## src/rtl/ssd_scan_driver.sv

```systemverilog
// rtl/ssd_scan_driver.sv - 13-bit binary to BCD converter with 4-digit multiplexed seven-segment drive
module ssd_scan_driver #(
   parameter int REFRESH_BITS = 20,
   parameter bit BLANK_LZ     = 1'b1
) (
   input  logic        clk,
   input  logic        rst,
   input  logic [12:0] value,
   output logic [3:0]  anode,
   output logic [6:0]  segments,
   output logic [15:0] bcd,
   output logic        busy,
   output logic        conv_done
);

   typedef enum logic {IDLE, CONVERT} state_t;

   state_t                  state;
   logic [12:0]             shift;
   logic [15:0]             work;
   logic [3:0]              count;
   logic [12:0]             shown_value;
   logic                    valid;
   logic [REFRESH_BITS-1:0] refresh;

   logic [15:0] adj;
   logic [15:0] next_work;
   logic [1:0]  idx;
   logic [3:0]  nibble;
   logic [15:0] upper;
   logic        blank;

   function automatic logic [6:0] encode(input logic [3:0] d);
      case (d)
         4'd0:    encode = 7'b1000000;
         4'd1:    encode = 7'b1111001;
         4'd2:    encode = 7'b0100100;
         4'd3:    encode = 7'b0110000;
         4'd4:    encode = 7'b0011001;
         4'd5:    encode = 7'b0010010;
         4'd6:    encode = 7'b0000010;
         4'd7:    encode = 7'b1111000;
         4'd8:    encode = 7'b0000000;
         4'd9:    encode = 7'b0010000;
         default: encode = 7'b0111111;
      endcase
   endfunction

   // add-3 correction on every BCD nibble that would overflow after the shift
   always_comb begin
      adj = work;
      for (int i = 0; i < 4; i++) begin
         if (work[i*4 +: 4] >= 4'd5) begin
            adj[i*4 +: 4] = work[i*4 +: 4] + 4'd3;
         end
      end
      next_work = {adj[14:0], shift[12]};
   end

   // conversion FSM: capture on change, then one shift-add-3 step per edge
   always_ff @(posedge clk or posedge rst) begin
      if (rst) begin
         state       <= IDLE;
         shift       <= '0;
         work        <= '0;
         count       <= '0;
         bcd         <= '0;
         shown_value <= '0;
         valid       <= 1'b0;
         busy        <= 1'b0;
         conv_done   <= 1'b0;
      end else begin
         conv_done <= 1'b0;
         case (state)
            IDLE: begin
               if (!valid || (value != shown_value)) begin
                  shift <= value;
                  work  <= '0;
                  count <= '0;
                  busy  <= 1'b1;
                  state <= CONVERT;
               end
            end
            CONVERT: begin
               work  <= next_work;
               shift <= {shift[11:0], 1'b0};
               count <= count + 4'd1;
               if (count == 4'd12) begin
                  bcd         <= next_work;
                  shown_value <= value_latch(shown_value);
                  valid       <= 1'b1;
                  conv_done   <= 1'b1;
                  busy        <= 1'b0;
                  state       <= IDLE;
               end
            end
            default: state <= IDLE;
         endcase
      end
   end

   // operand register: holds the value captured at the start of the conversion
   logic [12:0] operand;
   always_ff @(posedge clk or posedge rst) begin
      if (rst) begin
         operand <= '0;
      end else if (state == IDLE && (!valid || (value != shown_value))) begin
         operand <= value;
      end
   end

   function automatic logic [12:0] value_latch(input logic [12:0] unused_prev);
      value_latch = operand | (unused_prev & 13'd0);
   endfunction

   // digit selection and leading-zero detection for the current refresh slot
   always_comb begin
      idx    = refresh[REFRESH_BITS-1 -: 2];
      nibble = bcd[{idx, 2'b00} +: 4];
      upper  = bcd >> {idx, 2'b00};
      blank  = BLANK_LZ && (idx != 2'd0) && (upper == 16'd0);
   end

   // free-running refresh counter; anode and segments registered from the same slot
   always_ff @(posedge clk or posedge rst) begin
      if (rst) begin
         refresh  <= '0;
         anode    <= 4'b1111;
         segments <= 7'b1111111;
      end else begin
         refresh <= refresh + {{(REFRESH_BITS-1){1'b0}}, 1'b1};
         if (!valid) begin
            anode    <= 4'b1111;
            segments <= 7'b1111111;
         end else begin
            anode    <= ~(4'b0001 << idx);
            segments <= blank ? 7'b1111111 : encode(nibble);
         end
      end
   end

endmodule

```

## config.mk

```make
export PLATFORM = sky130hd
export DESIGN_NAME = ssd_scan_driver
export DESIGN_NICKNAME = d
export VERILOG_FILES = /design/src/rtl/ssd_scan_driver.sv
export SDC_FILE = /design/constraint.sdc
export NUM_CORES = 1
export LEC_CHECK = 0
export BUFFER_PORTS_ARGS = -buffer_cell sky130_fd_sc_hd__buf_2
export CORE_UTILIZATION = 40
export CTS_BUF_LIST = sky130_fd_sc_hd__clkbuf_16
export DETAILED_ROUTE_END_ITERATION = 6
export GPL_TIMING_DRIVEN = 0
export SLEW_MARGIN = 10
export SYNTH_ARGS = -nofsm -noshare
export SYNTH_HDL_FRONTEND = slang
export SYNTH_SLANG_ARGS = --single-unit
```

## constraint.sdc

```tcl
create_clock -name clk -period 4.2 [get_ports clk]
set_input_delay 0.42 -clock clk [delete_from_list [all_inputs] [get_ports clk]]
set_output_delay 0.42 -clock clk [all_outputs]
set_load 0.005 [all_outputs]
```

==> metrics.yaml, run 1 <==
rows: 40
grt_usage: 0.177
area_growth_pct: 14.0
place.gp.congestion: 0.744
r2r_slack_ps: 1840
grt_pass1_vias: 3513
timing.final.ws_setup_ps: 1840
status: "finished clean"
r2r_end: "segments[5]"
drc: 0
drive_above_1_share: 0.153
wl_per_cell_um: 14.4
r2r_cells: 8
syn_area_sq_mm: 0.00510
grt_first_pass_wirelength_um: 17600
ant_nets: 0
cts_buffers: 9
antenna_found_initial: 0
clkTransAtPathRegs_ps: 70
worst-path-max-fanout: 10
vias: 3596
synthCells: 484
ys_ff_latch: 110
worst_pin_slew_ps: 585
grt_max_degree: 72
synth_top_family_by_area: "simple AND/OR/NAND/NOR gates"
rsz0062_at_grt: "false"
power_leakage_nw: 2.70
comb_power_share: 0.333
vias_per_cell: 5.05
synthSimpleGateAreaFrac: 0.167
synth-adder-area-share: 0.0392
postSynthAreaPerCell_sq_um: 10.5
cts_hold_buf: 0
final_net_count: 570
seq_area_frac_synth: 0.542
antenna_cells: 0
drtIter0Drc: 202
hp-class: "in -> async"
synthDistinctLibCells: 40
finalHoldViolCount: 0
ios: 44
cts_tree: "yes"
place_ws_ps: 1820
ys_warn_count: 0
clockPowerShare: 0.202
path_class: "reg -> reg"
slew_violations: 0
start_util: 0.418
finalCritPeriodShare: 0.562
min_period_ps: 2360
clk-insertion-delay-late_ps: 350
synthXorXnorAreaFrac: 0.0618
p_total_mw: 3.76
powerDensity_mw_per_mm2: 645
max-cap-violations: 0
r2r-start: "refresh[18]"
worst_ep_arrival_time_ps: 2640
die_height_um: 115
max-slew-margin-rel: 0.610
power_frac_seq: 0.465
p_int_mw: 2.43
cts_buffer_depth: 2
cts.sinks: 110
switchingPower_mw: 1.32
io_buffers: 43
final_cells: 712
die_area_sq_mm: 0.0132
synth.net_count: 515
dpl.cell_count: 696
fmax_mhz: 423
cts_root_buffer: "clkbuf_16"
grt.overflow.total: 0
startpoint_type: "register"
h-tree-depth: 3
firstDrtPassIters: 4
synth_mux_area_frac: 0.0902
fin_skew_ps: 4.61
p_sw_frac: 0.352
fp.dieW_um: 115
post_cts_buffers: 0
synth-compound-area-share: 0.0701
core_sq_mm: 0.0122
dp_hpwl_um: 7250
crit_required_ps: 4480
ctsResizeCount: 0
end_kind: "register"
irDropWorstVdd_v: 0.000264
setup_viol: 0
wirelength_um: 10300
-- power groups by stage --
stage | logic, mW | registers [mW] | clock network (mW)
floorplan | 0.916 | 1.70 | 0
global placement | 1.22 | 1.75 | 0
detailed placement | 1.26 | 1.77 | 0
CTS | 1.27 | 1.75 | 0.787
global route | 1.45 | 1.80 | 0.837
finish | 1.25 | 1.75 | 0.759
-- worst max path at each step --
stage,to,from,slack [ps],cells after the start
6_report,segments[5],refresh[18],1840,8
5_1_grt,segments[5],refresh[19],1630,8
4_1_cts,segments[5],refresh[18],1810,8
3_5_place_dp,segments[5],refresh[19],1820,8
3_3_place_gp,operand[1],rst,-360,2
2_1_floorplan,bcd[0],rst,900,1
-- critical path: stages, from the launching register on --
cell	delay, ps
dfrtp_1	360
buf_2	240
mux4_2	580
inv_1	150
ha_1	200
o21ai_0	80
o31ai_1	350
a21o_1	200
o21bai_1	130
-- stage by stage --
step | setup TNS (ps) | area (sq um) | hold WS, ps | utilization
after floorplan | 0 | 5100 | 432 | -
after global placement | -35080 | 5530 | 440 | 0.453
after CTS | 0 | 5820 | 61.7 | 0.477
after global routing | 0 | 5820 | 76.6 | 0.477
final | 0 | 5820 | 69.9 | 0.477
after detailed placement | 0 | 5560 | 447 | 0.456
-- synth_stat cells --
master    instances  area (sq um)
clkinv_1          1          3.75
nand3_1          27           135
a32o_1            3          30.0
xnor2_1          31           272
or3_1             1          6.26
dfstp_2          11           289
inv_1            18          67.6
mux2i_1          19           190
a21oi_1          15          75.1
buf_1             1          3.75
nand3b_1          3          22.5
clkbuf_1         15          56.3
nand2_1         104           390
and4_1            2          17.5
or2_0             1          6.26
nor4_1            2          12.5
ha_1             16           200
o21a_1            1          7.51
and3_1            3          18.8
nor3_1            6          30.0
nor3b_1           8          60.1
or2_2             1          6.26
xor2_1            5          43.8
buf_4             1          7.51
a22oi_1           1          7.51
nor2_1            8          30.0
mux2_1           13           146
o21ai_1          12          60.1
buf_2             3          15.0
o21ai_0          19          95.1
nand2b_1          8          50.1
o31ai_1           1          7.51
dfrtp_1          99          2480
mux2_2            3          33.8
nand4_1           6          37.5
a21o_1            8          60.1
nor4_4            1          21.3
mux4_2            4          90.1
nor2_2            1          6.26
o21bai_1          2          15.0
-- per-layer routing --
layer	share of wire	vias up	GRT usage	wire [um]
met4	0.014	0	0.0545	147
met5	0	-	0	0
met1	0.46	1765	0.227	4730
met2	0.48	75	0.286	4910
met3	0.047	14	0.0564	482
li1	-	1742	-	-
-- area by class of cell --
class / count / area (sq um)
multi-input combinational: 335 / 2180
fill: 1163 / 6390
buffer: 20 / 82.6
clock buffer: 9 / 225
sequential: 110 / 2770
tap: 168 / 210
inverter: 19 / 76.3
clock inverter: 7 / 33.8
timing repair buffer: 44 / 243
-- cells by family (layout without fill, tap and decap cells) --
logic type / Yosys count / count (layout)
and+or+nand+nor: 182 / 182
xor gates and xnor gates: 36 / 36
adders and majority gates: 16 / 16
buffers and inverters: 39 / 99
DFF: 110 / 110
muxes: 39 / 39
AOI/OAI and AO/OA: 62 / 62
-- placed cells by master, fill, tap and decap left out, types with 13 or more instances in the layout --
cell type / instances
nand2_1: 104
dfrtp_1: 99
o21ai_0: 19
nand3_1: 27
xnor2_1: 31
inv_1: 19
buf_2: 46
mux2i_1: 19
a21oi_1: 15
clkbuf_1: 15
mux2_1: 13
ha_1: 16
-- registers in the layout, summed over array words and instances, names as in the netlist --
name / flops
refresh: 20
bcd: 16
work: 16
operand: 13
shift: 13
shown_value: 13
segments: 7
anode: 4
count: 4
busy: 1
conv_done: 1
state: 1
valid: 1
(Power assumes the default switching activity.)
==> run 2, diff against run 1 <==
- clock period: 4.2 -> 2.38 ns (I/O delays scaled with it)
==> run 2 against run 1 <==
Sequential power increased by 77%. Maximum frequency rose by 6.1%. Cell count grew 0.42%. Worst setup slack worse by 1700 ps. Die area unchanged. Total power grew 82%. Combinational power up 78%. Design area grew 1.4%. Critical endpoint unchanged. Largest cell class unchanged. Highest routed layer unchanged.
==> metrics.yaml, run 2 (synthesis results as in run 1) <==
hold_slack_ps: 37.7  # -32.1 ps
vias_per_cell: 5.06  # +0.16%
cts_buffers: 9  # unchanged
firstDrtPassIters: 4  # unchanged
drc: 0  # unchanged
cts_buffer_depth: 2  # unchanged
largest_register: "refresh"
powerDensity_mw_per_mm2: 1160  # +79%
mostFrequentLayoutCells: "nand2_1, dfrtp_1, buf_2, xnor2_1, nand3_1"
start_util: 0.418  # unchanged
power_leakage_nw: 2.73  # +1.2%
fmax_mhz: 449  # +6.1%
irDropWorstVdd_v: 0.000612  # +130%
finish.utilization: 0.483  # +0.00645
crit_path_max_incr_delay_ps: 550  # -30 ps
place.gp.congestion: 0.735  # -1.1%
die_height_um: 115  # unchanged
top_regs: "refresh x20, bcd x16, work x16"
h-tree-depth: 3  # unchanged
fin_skew_ps: 7.16  # +2.54 ps
vias: 3617  # +0.58%
rsz0062_at_grt: "false"
rows: 40  # unchanged
place_ws_ps: -3.60  # -1830 ps
die_area_sq_mm: 0.0132  # unchanged
cts_hold_buf: 0  # unchanged
stdcell_area_sq_mm: 0.00590  # +1.4%
cts_tree: "yes"
status: "finished clean"
io_buffers: 43  # unchanged
crit_required_ps: 2660  # -1820 ps
worst-path-max-fanout: 10  # unchanged
worst_pin_slew_ps: 832  # +247 ps
path_cells: "buf_6 > mux4_2 > inv_1 > ha_1 > o21ai_0 > o31ai_2 > a21o_1 > o21bai_1"
cp_slowest_cell: "mux4_2"
layout_commonest_cell: "nand2_1"
slew_violations: 0  # unchanged
cts_root_buffer: "clkbuf_16"
largest_reg_flops: 20  # unchanged
clkTransAtPathRegs_ps: 70  # about the same
max-slew-margin-rel: 0.444  # -0.166
end_kind: "register"
grt_first_pass_wirelength_um: 17700  # +0.51%
timing.final.ws_setup_ps: 154  # -1680 ps
wirelength_um: 10600  # +3.6%
dpl_cell_area_sq_mm: 0.00557  # +0.20%
wl_per_cell_um: 14.9  # +3.1%
clk-insertion-delay-late_ps: 350  # about the same
final.setup.tns_ps: 0  # unchanged
path_class: "reg -> reg"
dpl.cell_count: 697  # +0.14%
finalCritPeriodShare: 0.935  # +0.373
startpoint_type: "register"
grt_usage: 0.177  # -0.000296
finalHoldViolCount: 0  # unchanged
grt_max_degree: 40  # -44%
ant_nets: 0  # unchanged
grt.overflow.total: 0  # unchanged
dp_hpwl_um: 7540  # +4.0%
p_total_mw: 6.82  # +82%
setup_viol: 0  # unchanged
cts.sinks: 110  # unchanged
antenna_found_initial: 0  # unchanged
antenna_cells: 0  # unchanged
max-cap-violations: 0  # unchanged
core_sq_mm: 0.0122  # unchanged
final_net_count: 573  # +0.53%
area_growth_pct: 15.6
drive_above_1_share: 0.165  # +0.0120
ios: 44  # unchanged
worst_ep_arrival_time_ps: 2500  # -140 ps
final_cells: 715  # +0.42%
fp.dieW_um: 115  # unchanged
min_period_ps: 2230  # -137 ps
grt_pass1_vias: 3573  # +1.7%
drtIter0Drc: 149  # -26%
hp-class: "in -> async"
run 2: cell types whose count changed in the layout (fill, tap and decap cells not counted), moves of 2 or more:
cell,before,now
buf_12,0,2
buf_4,1,3
clkbuf_2,0,2
clkinv_2,3,0
clkinv_4,0,2
run 2: repair_timing:
| item | CTS | global route |
|---|---|---|
| setup buffers | 0 | 2 |
| setup endpoints to repair | 1 | 14 |
| gates resized for setup | 0 | 7 |
| pin swaps | 1 | 1 |
run 2: area by class of cell:
type                    count  area, sq um
clock inverters             7         72.6
fillers                  1162         6310
multi-input cells         335         2190
clock buffers               9          225
plain buffers              20         91.3
inverters                  19         75.1
well taps                 168          210
repair buffers             47          270
flip-flops and latches    110         2770
run 2: worst max-delay path: cells and delay by family, from the launching register on:
family / cells / cell delay, ps
muxes: 1 / 550
adders and majority gates: 1 / 200
DFF: 1 / 400
AOI/OAI and AO/OA: 4 / 700
buffers and inverters: 2 / 310
run 2: final timing paths:
check | startpoint | depth (start not counted) | slack [ps] | to
setup / recovery | refresh[18] | 8 | 150 | segments[5]
hold / removal | rst | 2 | 40 | refresh[13]
setup reg to reg | refresh[18] | 8 | 150 | segments[5]
hold reg to reg | operand[6] | 2 | 460 | shown_value[6]
max in group asynchronous | rst | 3 | 1630 | segments[1]
min in group clk | value[0] | 2 | 150 | operand[0]
run 2: power by group:
part           total [mW]  switching (mW)  internal, mW
clock network        1.50           0.681         0.820
logic                2.23            1.18          1.05
registers            3.09           0.517          2.57
run 2: metal layers:
layer | global-route usage | routed length (um)
met3 | 0.0511 | 363
met1 | 0.225 | 4950
met4 | 0.0398 | 76
met2 | 0.298 | 5250
met5 | 0 | 0
==> run 3, diff against run 2 <==
==> constraint.sdc (replaced) <==
create_clock -name clk -period 2.38 [get_ports clk]
set_input_delay 0.119 -clock clk [delete_from_list [all_inputs] [get_ports clk]]
set_output_delay 0.119 -clock clk [all_outputs]
set_load 0.005 [all_outputs]
==> run 3 against run 2 <==
Sequential power hardly changed. Cell count is 0.14% higher. Wire length is 0.38% higher. Core utilization is 0.082 points higher. Register-to-register slack hardly changed. Via count is 0.50% higher. Global-route usage hardly changed. Critical path type unchanged. Largest cell class unchanged. Highest routed layer unchanged.
==> metrics.yaml, run 3 (synthesis results as in run 1) <==
r2r_cells: 6  # -2
grt_usage: 0.177  # about the same
cts_buffers: 9  # unchanged
p_sw_frac: 0.350  # +0.000548
finalHoldViolCount: 0  # unchanged
p_int_mw: 4.44  # about the same
mostFrequentLayoutCells: "nand2_1, dfrtp_1, buf_2, xnor2_1, nand3_1"
crit_required_ps: 2610  # -50 ps
largest_register: "refresh"
worst_ep_arrival_time_ps: 2460  # -40 ps
power_frac_seq: 0.452  # about the same
place_ws_ps: -3.60  # unchanged
fmax_mhz: 449  # -0.14%
nFillCells: 1161  # -0.086%
grt_max_degree: 40  # unchanged
cts.sinks: 110  # unchanged
slew_violations: 0  # unchanged
io_buffers: 43  # unchanged
vias_per_cell: 5.08  # +0.36%
grt_pass1_vias: 3576  # +0.084%
cts_root_buffer: "clkbuf_16"
largest_reg_flops: 20  # unchanged
worst-path-max-fanout: 10  # unchanged
clockPowerShare: 0.220  # about the same
powerDensity_mw_per_mm2: 1160  # about the same
startpoint_type: "register"
dpl.cell_count: 697  # unchanged
final_net_count: 574  # +0.17%
area_growth_pct: 15.8
finalCritPeriodShare: 0.936  # +0.00133
final.setup.tns_ps: 0  # unchanged
ios: 44  # unchanged
end_kind: "register"
timing.final.ws_setup_ps: 151  # -3.17 ps
fin_skew_ps: 8.63  # +1.47 ps
drive_above_1_share: 0.164  # -0.000300
setup_viol: 0  # unchanged
rows: 40  # unchanged
vias: 3635  # +0.50%
hp-class: "in -> reg"
max-cap-violations: 0  # unchanged
rsz0062_at_grt: "false"
path_class: "reg -> reg"
grt.overflow.total: 0  # unchanged
ant_nets: 0  # unchanged
min_period_ps: 2230  # +3.17 ps
cts_buffer_depth: 2  # unchanged
fp.dieW_um: 115  # unchanged
endpoint: "operand[5]"
clkTransAtPathRegs_ps: 70  # about the same
layout_commonest_cell: "nand2_1"
r2r_slack_ps: 150  # about the same
final_cells: 716  # +0.14%
grt_first_pass_wirelength_um: 17700  # about the same
comb_power_share: 0.327  # about the same
hold_path_startpoint: "value[0]"
cts_tree: "yes"
firstDrtPassIters: 4  # unchanged
start_util: 0.418  # unchanged
dp_hpwl_um: 7540  # unchanged
r2r-start: "shown_value[9]"
switchingPower_mw: 2.39  # +0.27%
die_height_um: 115  # unchanged
top_regs: "refresh x20, bcd x16, work x16"
r2r_end: "operand[5]"
place.gp.congestion: 0.735  # unchanged
max-slew-margin-rel: 0.447  # +0.00322
power_leakage_nw: 2.74  # +0.15%
antenna_cells: 0  # unchanged
wl_per_cell_um: 14.9  # +0.24%
irDropWorstVdd_v: 0.000611  # -0.15%
clk-insertion-delay-late_ps: 350  # about the same
die_area_sq_mm: 0.0132  # unchanged
drc: 0  # unchanged
startpoint: "shown_value[9]"
status: "finished clean"
core_sq_mm: 0.0122  # unchanged
worst_pin_slew_ps: 827  # -4.82 ps
antenna_found_initial: 0  # unchanged
h-tree-depth: 3  # unchanged
drtIter0Drc: 120  # -19%
wirelength_um: 10700  # +0.38%
==> run 3: cell types whose count changed in the layout (fill, tap and decap cells not counted), sizes merged <==
cell	change
dlygate4sd3	+1
==> run 3: layout make-up <==
| cell class | instances | area [sq um] | area share |
|---|---|---|---|
| multi-input cells | 335 | 2190 | 0.370 |
| plain buffers | 20 | 91.3 | 0.0155 |
| clock inverters | 7 | 72.6 | 0.0123 |
| repair buffers | 48 | 280 | 0.0474 |
| well taps | 168 | 210 | 0.0356 |
| clock buffers | 9 | 225 | 0.0381 |
| inverters | 19 | 75.1 | 0.0127 |
| flip-flops and latches | 110 | 2770 | 0.468 |
==> run 3: worst min-delay path by stage <==
| stage | to | cells after the start | slack [ps] |
|---|---|---|---|
| detailed placement | refresh[13] | 2 | 320 |
| CTS | operand[0] | 2 | 20 |
| floorplan | operand[0] | 1 | 250 |
| global route | operand[4] | 2 | 20 |
| finish | operand[0] | 2 | 30 |
| global placement | operand[0] | 2 | 390 |
==> run 3: repair_timing <==
action / in CTS / in global routing
hold buffers: 1 / 0
setup endpoints to repair: 1 / 14
endpoints found under the hold margin: 33 / 0
setup buffers: 0 / 2
resized for setup: 0 / 7
pin swaps: 1 / 1
==> run 3: layer usage <==
layer | GRT usage | wire [um] | vias up
met5 | 0 | 0 | -
met4 | 0.0398 | 76 | 0
met3 | 0.0511 | 408 | 6
met2 | 0.298 | 5230 | 66
met1 | 0.226 | 4960 | 1811
li1 | - | - | 1752
==> run 3: power by group through the flow <==
stage / registers (mW) / clock network (mW) / logic, mW
4_1_cts: 3.08 / 1.56 / 2.25
5_1_grt: 3.18 / 1.63 / 2.58
3_3_place_gp: 3.08 / 0 / 2.15
6_report: 3.09 / 1.51 / 2.24
3_5_place_dp: 3.12 / 0 / 2.24
2_1_floorplan: 3.00 / 0 / 1.62
==> run 3: stage by stage <==
stage | power [mW] | hold slack (ps) | utilization | area [sq um]
after global routing | 7.40 | 19.4 | 0.484 | 5910
after detailed placement | 5.36 | 319 | 0.456 | 5570
after CTS | 6.89 | 18.8 | 0.482 | 5880
final | 6.83 | 28.8 | 0.484 | 5910
after global placement | 5.23 | 387 | 0.453 | 5530
after floorplan | 4.61 | 254 | - | 5110
==> run 3: critical path, cell delays in order, from the launching register on <==
cell and delay [ps]:
dfrtp_1 390, xnor2_1 200, nand4_1 180, nor4_4 580
nor2_2 160, buf_2 250, mux2_1 340
